--- config.mk ---
export PLATFORM = sky130hd
export DESIGN_NAME = pwm_driver
export DESIGN_NICKNAME = d
export VERILOG_FILES = /design/src/rtl/pwm_driver.sv
export SDC_FILE = /design/constraint.sdc
export NUM_CORES = 1
export LEC_CHECK = 0
export ABC_AREA = 1
export BUFFER_PORTS_ARGS = -buffer_cell sky130_fd_sc_hd__clkbuf_2
export CORE_AREA = 2 2 66 68
export CTS_CLUSTER_DIAMETER = 150
export CTS_CLUSTER_SIZE = 24
export DETAILED_ROUTE_END_ITERATION = 8
export DIE_AREA = 0 0 68 70
export PLACE_DENSITY = 0.71
export SYNTH_ARGS = -nofsm -noshare
export SYNTH_HDL_FRONTEND = slang
export SYNTH_SLANG_ARGS = --single-unit
--- constraint.sdc ---
create_clock -name clock -period 4.9 [get_ports clock]
set_input_delay 1.47 -clock clock [delete_from_list [all_inputs] [get_ports clock]]
set_output_delay 1.47 -clock clock [all_outputs]
set_load 0.01 [all_outputs]
--- src/rtl/pwm_driver.sv ---
// Double-buffered motor PWM generator with direction-change dead-time.
// Optional PWM_SOFTSTART_EN: ramp duty increases by RAMP_STEP per period.
module pwm_driver #(
  parameter int unsigned PRESCALE         = 4,
  parameter int unsigned DEADTIME_PERIODS = 2,
  parameter int unsigned RAMP_STEP        = 16
) (
  input  logic       clock,
  input  logic       reset_n,
  input  logic       pwm_enable,
  input  logic       pwm_update,
  input  logic [7:0] pwm_ratio,
  input  logic       pwm_direction,
  output logic       pwm_done,
  output logic       pwm_out,
  output logic       dir_out,
  output logic [7:0] active_ratio,
  output logic [1:0] debug_state
);

  localparam int unsigned PW = (PRESCALE > 1) ? $clog2(PRESCALE) : 1;
  localparam int unsigned DW = $clog2(DEADTIME_PERIODS + 1);
  localparam logic [PW-1:0] PresLast = PW'(PRESCALE - 1);
  localparam logic [DW-1:0] DtInit   = DW'(DEADTIME_PERIODS);

  typedef enum logic [1:0] {
    StIdle     = 2'b00,
    StRun      = 2'b01,
    StDeadtime = 2'b10
  } state_e;

  state_e        state_q, state_d;
  logic [PW-1:0] presc_q, presc_d;
  logic [7:0]    cnt_q, cnt_d;
  logic [7:0]    shadow_ratio_q, shadow_ratio_d;
  logic          shadow_dir_q, shadow_dir_d;
  logic          pending_q, pending_d;
  logic [DW-1:0] dt_q, dt_d;
  logic [7:0]    active_q, active_d;
  logic          dir_q, dir_d;
  logic          out_q, out_d;
  logic          done_q, done_d;

  logic       tick;
  logic       boundary;
  logic       applied;
  logic [7:0] target_run;
  logic [7:0] target_zero;

`ifdef PWM_SOFTSTART_EN
  // Step toward the request by at most RAMP_STEP; decreases land immediately.
  function automatic logic [7:0] ramp_to(input logic [7:0] base, input logic [7:0] goal);
    logic [8:0] stepped;
    stepped = {1'b0, base} + 9'(RAMP_STEP);
    if ((goal > base) && (stepped < {1'b0, goal})) begin
      return stepped[7:0];
    end
    return goal;
  endfunction

  assign target_run  = ramp_to(active_q, shadow_ratio_q);
  assign target_zero = ramp_to(8'd0, shadow_ratio_q);
`else
  assign target_run  = shadow_ratio_q;
  assign target_zero = shadow_ratio_q;
`endif

  always_comb begin
    state_d        = state_q;
    presc_d        = presc_q;
    cnt_d          = cnt_q;
    shadow_ratio_d = shadow_ratio_q;
    shadow_dir_d   = shadow_dir_q;
    pending_d      = pending_q;
    dt_d           = dt_q;
    active_d       = active_q;
    dir_d          = dir_q;
    out_d          = 1'b0;
    done_d         = 1'b0;
    applied        = 1'b0;

    tick     = (presc_q == PresLast);
    boundary = tick && (cnt_q == 8'd254);

    if (!pwm_enable) begin
      state_d   = StIdle;
      presc_d   = '0;
      cnt_d     = '0;
      active_d  = '0;
      pending_d = 1'b0;
      dt_d      = '0;
    end else begin
      unique case (state_q)
        StIdle: begin
          state_d  = StRun;
          presc_d  = '0;
          cnt_d    = '0;
          active_d = '0;
        end
        StRun, StDeadtime: begin
          if (tick) begin
            presc_d = '0;
            cnt_d   = (cnt_q == 8'd254) ? 8'd0 : cnt_q + 8'd1;
          end else begin
            presc_d = presc_q + 1'b1;
          end

          if (boundary && (state_q == StRun) && pending_q) begin
            if (shadow_dir_q == dir_q) begin
              active_d = target_run;
              applied  = (target_run == shadow_ratio_q);
            end else begin
              state_d  = StDeadtime;
              active_d = '0;
              dt_d     = DtInit;
            end
          end else if (boundary && (state_q == StDeadtime)) begin
            if (dt_q == DW'(1)) begin
              dt_d     = '0;
              state_d  = StRun;
              dir_d    = shadow_dir_q;
              active_d = target_zero;
              applied  = (target_zero == shadow_ratio_q);
            end else begin
              dt_d = dt_q - 1'b1;
            end
          end
        end
        default: state_d = StIdle;
      endcase

      if (applied) begin
        pending_d = 1'b0;
        done_d    = 1'b1;
      end
      // A capture in the applying cycle itself re-arms pending for the next boundary.
      if (pwm_update) begin
        shadow_ratio_d = pwm_ratio;
        shadow_dir_d   = pwm_direction;
        pending_d      = 1'b1;
      end

      out_d = (state_d == StRun) && (cnt_d < active_d);
    end
  end

  always_ff @(posedge clock) begin
    if (!reset_n) begin
      state_q        <= StIdle;
      presc_q        <= '0;
      cnt_q          <= '0;
      shadow_ratio_q <= '0;
      shadow_dir_q   <= 1'b0;
      pending_q      <= 1'b0;
      dt_q           <= '0;
      active_q       <= '0;
      dir_q          <= 1'b0;
      out_q          <= 1'b0;
      done_q         <= 1'b0;
    end else begin
      state_q        <= state_d;
      presc_q        <= presc_d;
      cnt_q          <= cnt_d;
      shadow_ratio_q <= shadow_ratio_d;
      shadow_dir_q   <= shadow_dir_d;
      pending_q      <= pending_d;
      dt_q           <= dt_d;
      active_q       <= active_d;
      dir_q          <= dir_d;
      out_q          <= out_d;
      done_q         <= done_d;
    end
  end

  assign pwm_done     = done_q;
  assign pwm_out      = out_q;
  assign dir_out      = dir_q;
  assign active_ratio = active_q;
  assign debug_state  = state_q;

endmodule

==> reports/metrics.yaml <==
run_status:
  status: "finished, final reports clean"
timing:
  period_minus_slack_ns: 2.85
  period_share_pct: 58.1
  drv_slew: 0
  whs_ns: 0.466
  fmax_mhz: 351
  slew_headroom_pct: 40.1
  fin_setup_tns_ns: 0
  worstMarginPinSlew_ns: 0.896
  grt_setup_unrepaired: "false"
  finalHoldViolations: 0
  fin_skew_ns: 0.00639
  setup_violations: 0
critical_path:
  critPathMaxFanout: 13
  cp_data_arrival_time_ns: 3.08
  path_class: "flop to flop"
  endpoint_kind: "flop"
  cp.required_ns: 5.13
  cp-start-kind: "flop"
finish:
  area.sequential_um2: 701
  drive_above_1_share_pct: 20.4
  final_area_mm2: 0.00220
  area_delta_synth_final_pct: 12.1
  n_fill_cell: 403
  final_common_cell: "nand2_1"
  multi_input_area_mm2: 0.00109
  fin_nets: 311
  n_antenna_cell: 0
  final_cell_mix: "nand2_1 (41), nor2_1 (35), dfxtp_1 (35)"
clock_tree:
  cts_tree: "done"
  cts_setup_buffers: 0
  clk_latency_ns: 0.29
  cts_buffers: 5
  cts_hold_buf: 0
  htree_levels: 2
  cts.sinks: 35
  cts_resized: 0
  clockRootBuffer: "clkbuf_8"
  clk_pin_slew_worst_paths_ns: 0.07
  clockBufferDepth: 2
die:
  start_util_pct: 47.3
  die_x_um: 68
  die_area_mm2: 0.00476
  die_y_um: 70
  coreArea_mm2: 0.00414
  fp-row-count: 24
  ios: 26
drt:
  drc: 0
  first_pass_iters: 4
  viasPerCell: 5.06
  ant_nets: 0
  wl_per_cell_um: 12.3
  num_vias: 1700
  drt_iter0_markers: 74
  routed_wl_um: 4120
global_route:
  overflow: 0
  antenna_found_initial: 0
  grt_usage_pct: 19.2
  first_global_vias: 1593
  grt_max_degree: 25
  grt_pass1_wl_um: 6970
synth:
  synth_area_leaders: "dfxtp_1 (36%), ha_1 (9.6%), nand2_1 (7.9%)"
  synthArstFlopShare_pct: 0
  synth_area_leader_cell: "dfxtp_1"
  ys_ff_latch: 35
  yosysSeqAreaShare_pct: 35.8
  syn-num-nets: 286
  netlist-cell-type-count: 36
  syn_inst: 258
  synth_area_mm2: 0.00196
  synth_top_area_share_pct: 35.8
  synthFlopType: "dfxtp_1"
  ys_warn_count: 0
  syn_avg_cell_area_um2: 7.59
  synth_edf_count: 0
job:
  maxCapViolCount: 0
worst_hold_path:
  min_path_type: "flop to flop"
placed_design:
  gp_congestion: 0.781
  post-dp-hpwl_um: 3140
  io_buffer_count: 25
  place_area_mm2: 0.00211
pwr:
  p_leak_nw: 0.909
  ir_worst_vdd_uv: 161
  p_per_area_mw_per_mm2: 240
[state kept, by name (all words and copies together) (netlist names)]
signal,cells
pwm_done,1
pwm_out,1
debug_state,2
shadow_dir_q,1
shadow_ratio_q,8
presc_q,2
cnt_q,8
dt_q,2
dir_out,1
active_ratio,8
pending_q,1
[layout make-up]
type / instances / share of cell area, %
Tap cell: 52 / 2.96
Timing Repair Buffer: 25 / 5.70
Clock inverter: 1 / 0.228
Multi-Input combinational cell: 182 / 49.8
Clock buffer: 7 / 3.48
Sequential cell: 35 / 31.9
Inverter: 34 / 5.93
[synth_stat cells (5+ instances only)]
master,count
a32oi_1,6
clkbuf_1,6
nand4_1,5
nor2_1,35
nor3_1,8
nand2_1,41
o21ai_0,13
dfxtp_1,35
a21oi_1,15
o21ai_1,6
ha_1,15
inv_1,31
[logic make-up (layout without fill, tap and decap cells)]
family / Yosys count / after routing / share of synthesized area [%]
AND/OR/NAND/NOR: 117 / 117 / 30.3
AO/OA/AOI/OAI: 49 / 49 / 15.5
buffers and inverters: 41 / 67 / 8.37
flip-flops: 35 / 35 / 35.8
adder cells (fa/ha/maj): 15 / 15 / 9.58
XOR/XNOR: 1 / 1 / 0.447
[per-stage QoR]
stage	instances	setup WS, ns	total power, mW	util (%)
CTS	336	2.06	0.531	53.0
floorplan	258	2.49	0.321	-
detailed placement	328	2.07	0.332	51.0
global placement	328	2.09	0.331	51.0
global route	336	1.78	0.548	53.0
finish	336	2.05	0.528	53.0
[where the power goes]
part,internal [mW],total [mW],switching [mW],leakage [nW]
combinational,0.0106,0.0310,0.0204,0.583
sequential,0.290,0.294,0.00374,0.284
clock,0.0997,0.203,0.103,0.0422
total,0.401,0.528,0.127,0.909
[per-layer routing]
metal	GRT usage (%)	part of all wire, %
met5	0	0
met4	7.33	1.7
met3	4.19	4.0
met2	29.6	47
met1	25.9	48
[worst paths after layout]
path	depth (start not counted)	startpoint	slack, ns	endpoint
worst max-delay path	12	presc_q[0]	2.05	pwm_out
worst min register to register	2	presc_q[1]	0.47	presc_q[1]
worst min-delay path	2	presc_q[1]	0.47	presc_q[1]
worst max register to register	12	presc_q[0]	2.05	pwm_out
[critical path: stages (launching register included)]
cell and delay [ns]:
dfxtp_1 0.35, ha_1 0.23, nand2_1 0.11, nor2_4 0.15
nand2_4 0.09, a21oi_1 0.70, nor3_1 0.15, ha_1 0.35
a21oi_1 0.14, nor2_1 0.06, a211oi_1 0.23, nand3_2 0.11
a21oi_2 0.10
(Power assumes the default switching activity.)
